[src/rtl/cpu_pipe_pkg.sv]
// Shared CPU pipeline constants: bubble instruction, decode field bit positions, opcode encodings.
package cpu_pipe_pkg;

  localparam int unsigned BASE_INSTR_W = 32;
  localparam logic [31:0] NOP_INSTR_DEF = 32'hF000_0000;

  localparam int unsigned OPC_HI   = 31;
  localparam int unsigned OPC_LO   = 26;
  localparam int unsigned RS_HI    = 25;
  localparam int unsigned RS_LO    = 21;
  localparam int unsigned RT_HI    = 20;
  localparam int unsigned RT_LO    = 16;
  localparam int unsigned RD_HI    = 15;
  localparam int unsigned RD_LO    = 11;
  localparam int unsigned SHAMT_HI = 10;
  localparam int unsigned SHAMT_LO = 6;
  localparam int unsigned FUNCT_HI = 5;
  localparam int unsigned FUNCT_LO = 0;
  localparam int unsigned IMM16_HI = 15;
  localparam int unsigned IMM26_HI = 25;

  typedef enum logic [5:0] {
    OP_SPECIAL = 6'h00,
    OP_J       = 6'h02,
    OP_JAL     = 6'h03,
    OP_BEQ     = 6'h04,
    OP_BNE     = 6'h05,
    OP_ADDI    = 6'h08,
    OP_LW      = 6'h23,
    OP_SW      = 6'h2B
  } opcode_e;

endpackage

[src/rtl/ifid_skid_fifo.sv]
// Two-entry storage for the IF/ID skid buffer: entries, wrapping pointers and occupancy.
module ifid_skid_fifo #(
  parameter int unsigned W = 64
) (
  input  logic         clk,
  input  logic         rst,
  input  logic         push_i,
  input  logic         pop_i,
  input  logic         flush_i,
  input  logic [W-1:0] wdata_i,
  output logic [W-1:0] rdata_o,
  output logic [1:0]   count_o
);

  logic [W-1:0] mem_q [2];
  logic         wr_ptr_q, wr_ptr_d;
  logic         rd_ptr_q, rd_ptr_d;
  logic [1:0]   count_q, count_d;
  logic         do_push, do_pop;

  // Flush wins over both push and pop; full/empty guard keeps the count in 0..2.
  assign do_push = push_i && (count_q != 2'd2) && !flush_i;
  assign do_pop  = pop_i  && (count_q != 2'd0) && !flush_i;

  always_comb begin
    wr_ptr_d = wr_ptr_q;
    rd_ptr_d = rd_ptr_q;
    count_d  = count_q;
    if (flush_i) begin
      wr_ptr_d = 1'b0;
      rd_ptr_d = 1'b0;
      count_d  = 2'd0;
    end else begin
      if (do_push) wr_ptr_d = ~wr_ptr_q;
      if (do_pop)  rd_ptr_d = ~rd_ptr_q;
      case ({do_push, do_pop})
        2'b10:   count_d = count_q + 2'd1;
        2'b01:   count_d = count_q - 2'd1;
        default: count_d = count_q;
      endcase
    end
  end

  always_ff @(posedge clk or posedge rst) begin
    if (rst) begin
      mem_q[0] <= '0;
      mem_q[1] <= '0;
      wr_ptr_q <= 1'b0;
      rd_ptr_q <= 1'b0;
      count_q  <= 2'd0;
    end else begin
      if (do_push) mem_q[wr_ptr_q] <= wdata_i;
      wr_ptr_q <= wr_ptr_d;
      rd_ptr_q <= rd_ptr_d;
      count_q  <= count_d;
    end
  end

  assign rdata_o = mem_q[rd_ptr_q];
  assign count_o = count_q;

endmodule

[src/rtl/ifid_skid_reg.sv]
// IF/ID pipeline register as a 2-entry skid buffer with bubble insertion.
// Define IFID_DECODE_EN to add the sliced decode-field outputs.
module ifid_skid_reg
  import cpu_pipe_pkg::*;
#(
  parameter int unsigned          INSTR_W   = 32,
  parameter int unsigned          PC_W      = 32,
  parameter logic [INSTR_W-1:0]   NOP_INSTR = INSTR_W'(NOP_INSTR_DEF)
) (
  input  logic               clk,
  input  logic               rst,
  input  logic               in_valid,
  input  logic [INSTR_W-1:0] in_instr,
  input  logic [PC_W-1:0]    in_pc,
  output logic               in_ready,
  output logic               out_valid,
  output logic [INSTR_W-1:0] out_instr,
  output logic [PC_W-1:0]    out_pc,
  input  logic               out_ready,
`ifdef IFID_DECODE_EN
  input  logic               flush,
  output logic [5:0]         opcode,
  output logic [4:0]         rs,
  output logic [4:0]         rt,
  output logic [4:0]         rd,
  output logic [4:0]         shamt,
  output logic [5:0]         funct,
  output logic [15:0]        imm16,
  output logic [25:0]        imm26
`else
  input  logic               flush
`endif
);

  localparam int unsigned ENTRY_W = INSTR_W + PC_W;

  logic [ENTRY_W-1:0] head;
  logic [1:0]         count;
  logic               push, pop;

  // Ready depends only on held state plus the flush/reset overrides, never on out_ready.
  assign in_ready  = !rst && !flush && (count != 2'd2);
  assign out_valid = (count != 2'd0);
  assign push      = in_valid && in_ready;
  assign pop       = out_valid && out_ready;

  ifid_skid_fifo #(
    .W(ENTRY_W)
  ) u_fifo (
    .clk     (clk),
    .rst     (rst),
    .push_i  (push),
    .pop_i   (pop),
    .flush_i (flush),
    .wdata_i ({in_instr, in_pc}),
    .rdata_o (head),
    .count_o (count)
  );

  assign out_instr = out_valid ? head[ENTRY_W-1:PC_W] : NOP_INSTR;
  assign out_pc    = out_valid ? head[PC_W-1:0]       : '0;

`ifdef IFID_DECODE_EN
  assign opcode = out_instr[OPC_HI:OPC_LO];
  assign rs     = out_instr[RS_HI:RS_LO];
  assign rt     = out_instr[RT_HI:RT_LO];
  assign rd     = out_instr[RD_HI:RD_LO];
  assign shamt  = out_instr[SHAMT_HI:SHAMT_LO];
  assign funct  = out_instr[FUNCT_HI:FUNCT_LO];
  assign imm16  = out_instr[IMM16_HI:0];
  assign imm26  = out_instr[IMM26_HI:0];
`endif

endmodule
[config.mk]
export PLATFORM = sky130hd
export DESIGN_NAME = ifid_skid_reg
export DESIGN_NICKNAME = d
export VERILOG_FILES = /design/src/rtl/cpu_pipe_pkg.sv /design/src/rtl/ifid_skid_fifo.sv /design/src/rtl/ifid_skid_reg.sv
export SDC_FILE = /design/constraint.sdc
export NUM_CORES = 1
export LEC_CHECK = 0
export BUFFER_PORTS_ARGS = -buffer_cell sky130_fd_sc_hd__buf_2
export CAP_MARGIN = 20
export CORE_MARGIN = 2
export CORE_UTILIZATION = 33
export CTS_CLUSTER_SIZE = 30
export DETAILED_ROUTE_END_ITERATION = 10
export PLACE_DENSITY = 0.52
export SLEW_MARGIN = 40
export SYNTH_ARGS = -nofsm -noshare
export SYNTH_HDL_FRONTEND = slang
export SYNTH_SLANG_ARGS = --single-unit
export TNS_END_PERCENT = 20
[constraint.sdc]
create_clock -name clk -period 6.8 [get_ports clk]
set_clock_uncertainty 0.05 [all_clocks]
set_input_delay 0.34 -clock clk [delete_from_list [all_inputs] [get_ports clk]]
set_output_delay 0.34 -clock clk [all_outputs]
set_load 0.005 [all_outputs]
## After elaboration in Yosys (flattened, before gate mapping)

Index checks and enable logic that the tools add are counted.

- Output and inout port bits: 66
- Register bits: 132
- Bits of input ports: 69

- Bitwise gates (word level): 4
- Magnitude comparators: 3
- Equality and inequality tests: 3
- Mux-type cells: 14
- Reduce and logical (&&, ||, !) cells: 15
- Add/subtract/negate cells: 2

Operator list:

| cell | count |
|---|---|
| 64-bit 2-to-1 mux | 4 |
| 128-bit bitwise mux | 1 |
| 64-bit demux with 1-bit select | 1 |
| 32-bit 2-to-1 mux | 2 |
| 1-bit logical AND | 9 |
| 2-bit nonzero test | 3 |
| 2-bit >= comparator, second input constant | 2 |
| 1-bit 2-to-1 mux | 4 |
| 1-bit NOT with 2-bit output | 2 |
| 2-bit case mux with 2 select lines | 1 |
| 3-bit nonzero test | 1 |
| 2-bit by 1-bit adder with 2-bit output, second input constant | 1 |
| 2-bit by 1-bit equality test with 1-bit output, second input constant | 1 |
| 2-bit equality test, second input constant | 1 |
| 1-bit zero test | 2 |
| 2-bit by 1-bit less-than comparator with 1-bit output, second input constant | 1 |
| 2-bit 2-to-1 mux | 1 |
| 2-bit != test, second input constant | 1 |
| 1-bit NOT | 2 |
| 2-bit by 1-bit subtractor with 2-bit output, second input constant | 1 |

## Depth between registers and ports, before layout

- Depth in word-level cells: 9
- Gate-level depth with buffers: 5
- Depth with buffers taken out: 3

## Hierarchy

Synthesis repeated with hierarchy kept, for this count alone.

- Cell total of the unflattened synthesis: 442
- Area, all modules: 6,473.7 um^2

Modules (own cells, without submodules):

| module | area each (um^2) | cells an instance | instances | seq. area each (um^2) |
|---|---|---|---|---|
| ifid_skid_fifo | 5,925.7 | 365 | 1 | 3,303.2 |
| ifid_skid_reg | 548.0 | 77 | 1 | 0.0 |

## Least setup slack after synthesis

Ideal clock, no wire load.

- Path kind: reg2reg
- From: register u_fifo.count_q[1] (netlist: u_fifo.count_o[1])
- To: register u_fifo.mem_q[100] (netlist name)
- Cell stages (with the launch flop): 6
- Arrival: 1,649 ps
- Slack: 4,976 ps
- Library setup time: 125 ps
- Path buffers: 2
- Cell sequence: dfrtp_1 > nor2b_1 > or4b_1 > buf_6 > buf_6 > mux2_4

- Cells in the longest elaborated chain, start to end: 5

RTL lines:

| item | RTL line | text |
|---|---|---|
| from (decl) | ifid_skid_fifo.sv:18 | `logic [1:0] count_q, count_d;` |
| from (signal assigned) | ifid_skid_fifo.sv:55 | `count_q <= count_d;` |
| 2-bit != test (*) | ifid_skid_fifo.sv:22, ifid_skid_reg.sv:42 |  |
| 1-bit logical AND | ifid_skid_reg.sv:42 | `assign in_ready = !rst && !flush && (count != 2'd2);` |
| 1-bit logical AND | ifid_skid_reg.sv:44 | `assign push = in_valid && in_ready;` |
| 1-bit logical AND (*) (2 in a row) | ifid_skid_fifo.sv:22 | `assign do_push = push_i && (count_q != 2'd2) && !flush_i;` |
| to (signal, indexed assignment) | ifid_skid_fifo.sv:52 | `if (do_push) mem_q[wr_ptr_q] <= wdata_i;` |
| to (decl) | ifid_skid_fifo.sv:15 | `logic [W-1:0] mem_q [2];` |

Mark *: on every way between the ends. The rest lies on a longest branch, timed or not.
A chain may end at the register's enable or synchronous reset.

## Worst setup path in the final report

- From: register u_fifo.rd_ptr_q
- To: output out_instr[15]

- Cells in the longest elaborated chain, start to end: 5

RTL lines:

| item | RTL line | text |
|---|---|---|
| from (decl) | ifid_skid_fifo.sv:17 | `logic rd_ptr_q, rd_ptr_d;` |
| from (signal assigned) | ifid_skid_fifo.sv:54 | `rd_ptr_q <= rd_ptr_d;` |
| 1-bit NOT with 2-bit output (not written as such) | ifid_skid_fifo.sv:59 | `assign rdata_o = mem_q[rd_ptr_q];` |
| 64-bit 2-to-1 mux (not written as such) (3 in a row) | ifid_skid_fifo.sv:59 |  |
| 32-bit 2-to-1 mux | ifid_skid_reg.sv:60 | `assign out_instr = out_valid ? head[ENTRY_W-1:PC_W] : NOP_INSTR;` |
| to (decl) | ifid_skid_reg.sv:17 | `output logic [INSTR_W-1:0] out_instr,` |

Every way passes these cells. The select of a mux whose other input is x is not followed.

==> results.json <==
{
  "run_status": "finished clean",
  "routed_wire_length_per_instance_um": 16.74,
  "netlist_instances": 440,
  "synth.yosys.seq_area_share": 0.5397,
  "antenna_violating_nets_post_route": 0,
  "netlist_top_cells_count": "dfrtp_1, mux2_2, mux2i_1, nor2_1, mux2_4",
  "cts_tree": "yes",
  "post-synth-top-area-fraction": 0.5397,
  "num_vias": 3907,
  "dominant_cell_by_count_in_the_synthesized_netlist": "dfrtp_1",
  "finish.net_count": 642,
  "synth_area_per_cell_um2": 13.91,
  "worstSetupStartpointType": "flop",
  "die_w_um": 140.2,
  "worst_slew_pin_slew_ps": 730.1,
  "post_route_cells_drive_above_1_share": 0.5239,
  "num_rows": 49,
  "global_route_wire_length_before_repair_um": 22620,
  "slew_violations": 0,
  "firstDrtPassIters": 4,
  "path_clk_slew_ps": 50,
  "path_class": "reg -> out",
  "critPathMaxStageDelay_ps": 670,
  "clock_tree.htree_level_count": 4,
  "hold-worst-slack_ps": 56.71,
  "cts_hold_repair.buffers": 0,
  "cts-root-to-sink-buffers": 2,
  "syn_to_final_growth_pct": 24.92,
  "vdd.ir_drop.worst_uv": 161.7,
  "drc": 0,
  "cts_resized": 0,
  "maxSlewHeadroom": 0.5133,
  "number_of_top_level_pins": 135,
  "cts_num_sinks": 132,
  "synth_cell_types": 23,
  "die_h_um": 140.2,
  "cpMaxStageDelayCell": "dfrtp_4",
  "io_buffers": 134,
  "floorplan.initialDensity": 0.3384,
  "place_hpwl_um": 8545,
  "cap_violations": 0,
  "number_of_flip_flops_and_latches_in_the_synthesized_netlist": 132,
  "cts_made_buffers": 17,
  "clkLatencyLatePin_ps": 410,
  "grt_pass1_vias": 4303,
  "cts_setup_buffers": 0,
  "globalplace.congestion": 0.7045,
  "critical_path.max_fanout": 30,
  "timing.final.crit_share": 0.3972,
  "fp.coreArea_um2": 18090,
  "critical_path.cell_chain": "buf_4 -> buf_12 -> mux2i_1 -> nor2_1 -> buf_2",
  "cellPowerDensity_nw_per_um2": 310.5,
  "cp-end-kind": "output port",
  "holdCritPathClass": "in -> async",
  "grt_remaining_overflow": 0,
  "p_leak_nw": 3.728,
  "timing.final.setup_violations": 0,
  "grt_use_total": 0.1470,
  "synth-edff-count": 0,
  "critical_path_required_ps": 6410,
  "synth_area_leaders": "dfrtp_1, mux2_2, mux2_4, mux2i_1, nor2_1",
  "post_drt_via_cell_ratio": 4.794,
  "num_antenna_cells": 0,
  "timing.setup.tns_ps": 0,
  "dieArea_um2": 19650,
  "timing_hold_violations_final": 0,
  "yosysWarningCount": 0,
  "worst_ep_arrival_time_ps": 2310,
  "antenna_found_initial": 0,
  "synthesis.area_um2": 6121,
  "max_freq_mhz": 370.2,
  "postSynthNetCount": 509,
  "dominantRegCellSynth": "dfrtp_1",
  "grt_start_max_net_pins": 76,
  "synthArstFlopShare": 1.000,
  "finalWirelength_um": 13640,
  "post-synth-top-area-cell": "dfrtp_1",
  "period_needed_ps": 2701,
  "first_iter_violations": 107,
  "cts-root-buf": "clkbuf_16",
  "rsz0062_at_grt": "false"
}
worst max-delay path: cells and delay by family (launching register included):
| kind | cells | cell delay [ps] |
|---|---|---|
| multiplexers | 1 | 290 |
| flip-flops | 1 | 670 |
| buffers and inverters | 3 | 840 |
| AND/OR/NAND/NOR | 1 | 70 |
metal layers:
metal | vias up | GRT usage | wire length (um)
met5 | - | 0 | 0
met4 | 0 | 0.04891 | 170
met3 | 16 | 0.05060 | 836
met2 | 105 | 0.2319 | 6305
met1 | 1990 | 0.1900 | 6328
li1 | 1796 | - | -
power breakdown:
group / total, W / internal, W / switching, W
logic: 0.000378 / 0.000238 / 0.000141
registers: 0.00103 / 0.000948 / 0.0000851
clock network: 0.000963 / 0.000632 / 0.000331
total: 0.00237 / 0.00182 / 0.000557
worst paths after layout:
check / startpoint / endpoint / slack [ps] / depth (start not counted)
max: u_fifo.rd_ptr_q / out_instr[15] / 4100 / 5
min: rst / u_fifo.wr_ptr_q / 60 / 2
max reg2reg: u_fifo.count_o[1] / u_fifo.mem_q[35] / 4100 / 4
min reg2reg: u_fifo.mem_q[81] / u_fifo.mem_q[81] / 450 / 1
max in group asynchronous: rst / u_fifo.rd_ptr_q / 5450 / 3
min in group clk: in_instr[24] / u_fifo.mem_q[120] / 120 / 2
cells by family after synthesis:
kind of cell	Yosys count	share of synthesized area
multiplexers	192	0.3702
AND/OR/NAND/NOR	76	0.05172
AO/OA/AOI/OAI	8	0.007973
buffers and inverters	31	0.02903
XOR/XNOR	1	0.001431
flip-flops	132	0.5397
final cells by class:
type | count | area [um^2]
Tap cell | 229 | 286.5
Clock inverter | 9 | 122.6
Multi-Input combinational cell | 277 | 2653
Timing Repair Buffer | 141 | 752.0
Sequential cell | 132 | 3307
Inverter | 4 | 17.52
Fill cell | 1675 | 10440
Clock buffer | 23 | 508.0
layout by cell type (no fill, tap or decap), types with 5 or more instances in the layout:
cell type	n
buf_2	134
clkbuf_16	17
clkbuf_8	6
clkinv_2	5
dfrtp_1	131
mux2_2	79
mux2_4	49
mux2i_1	64
nand2_1	5
nor2_1	62
per-stage QoR:
step                total power [W]    util  area (um^2)  worst slack [ps]  instances
finish                     0.002374  0.4228         7646              4099        815
global route               0.002505  0.4228         7646              3947        815
CTS                        0.002414  0.4217         7626              4024        814
detailed placement         0.001427  0.3868         6995              4084        782
global placement           0.001406  0.3855         6972              4145        781
floorplan                  0.001313       -         6121              2884        440
sequential cells by signal (all words and copies together), names as in the netlist:
name,flops
u_fifo.count_o,2
u_fifo.wr_ptr_q,1
u_fifo.mem_q,128
u_fifo.rd_ptr_q,1
No activity file was read; power rests on OpenSTA's default activity.
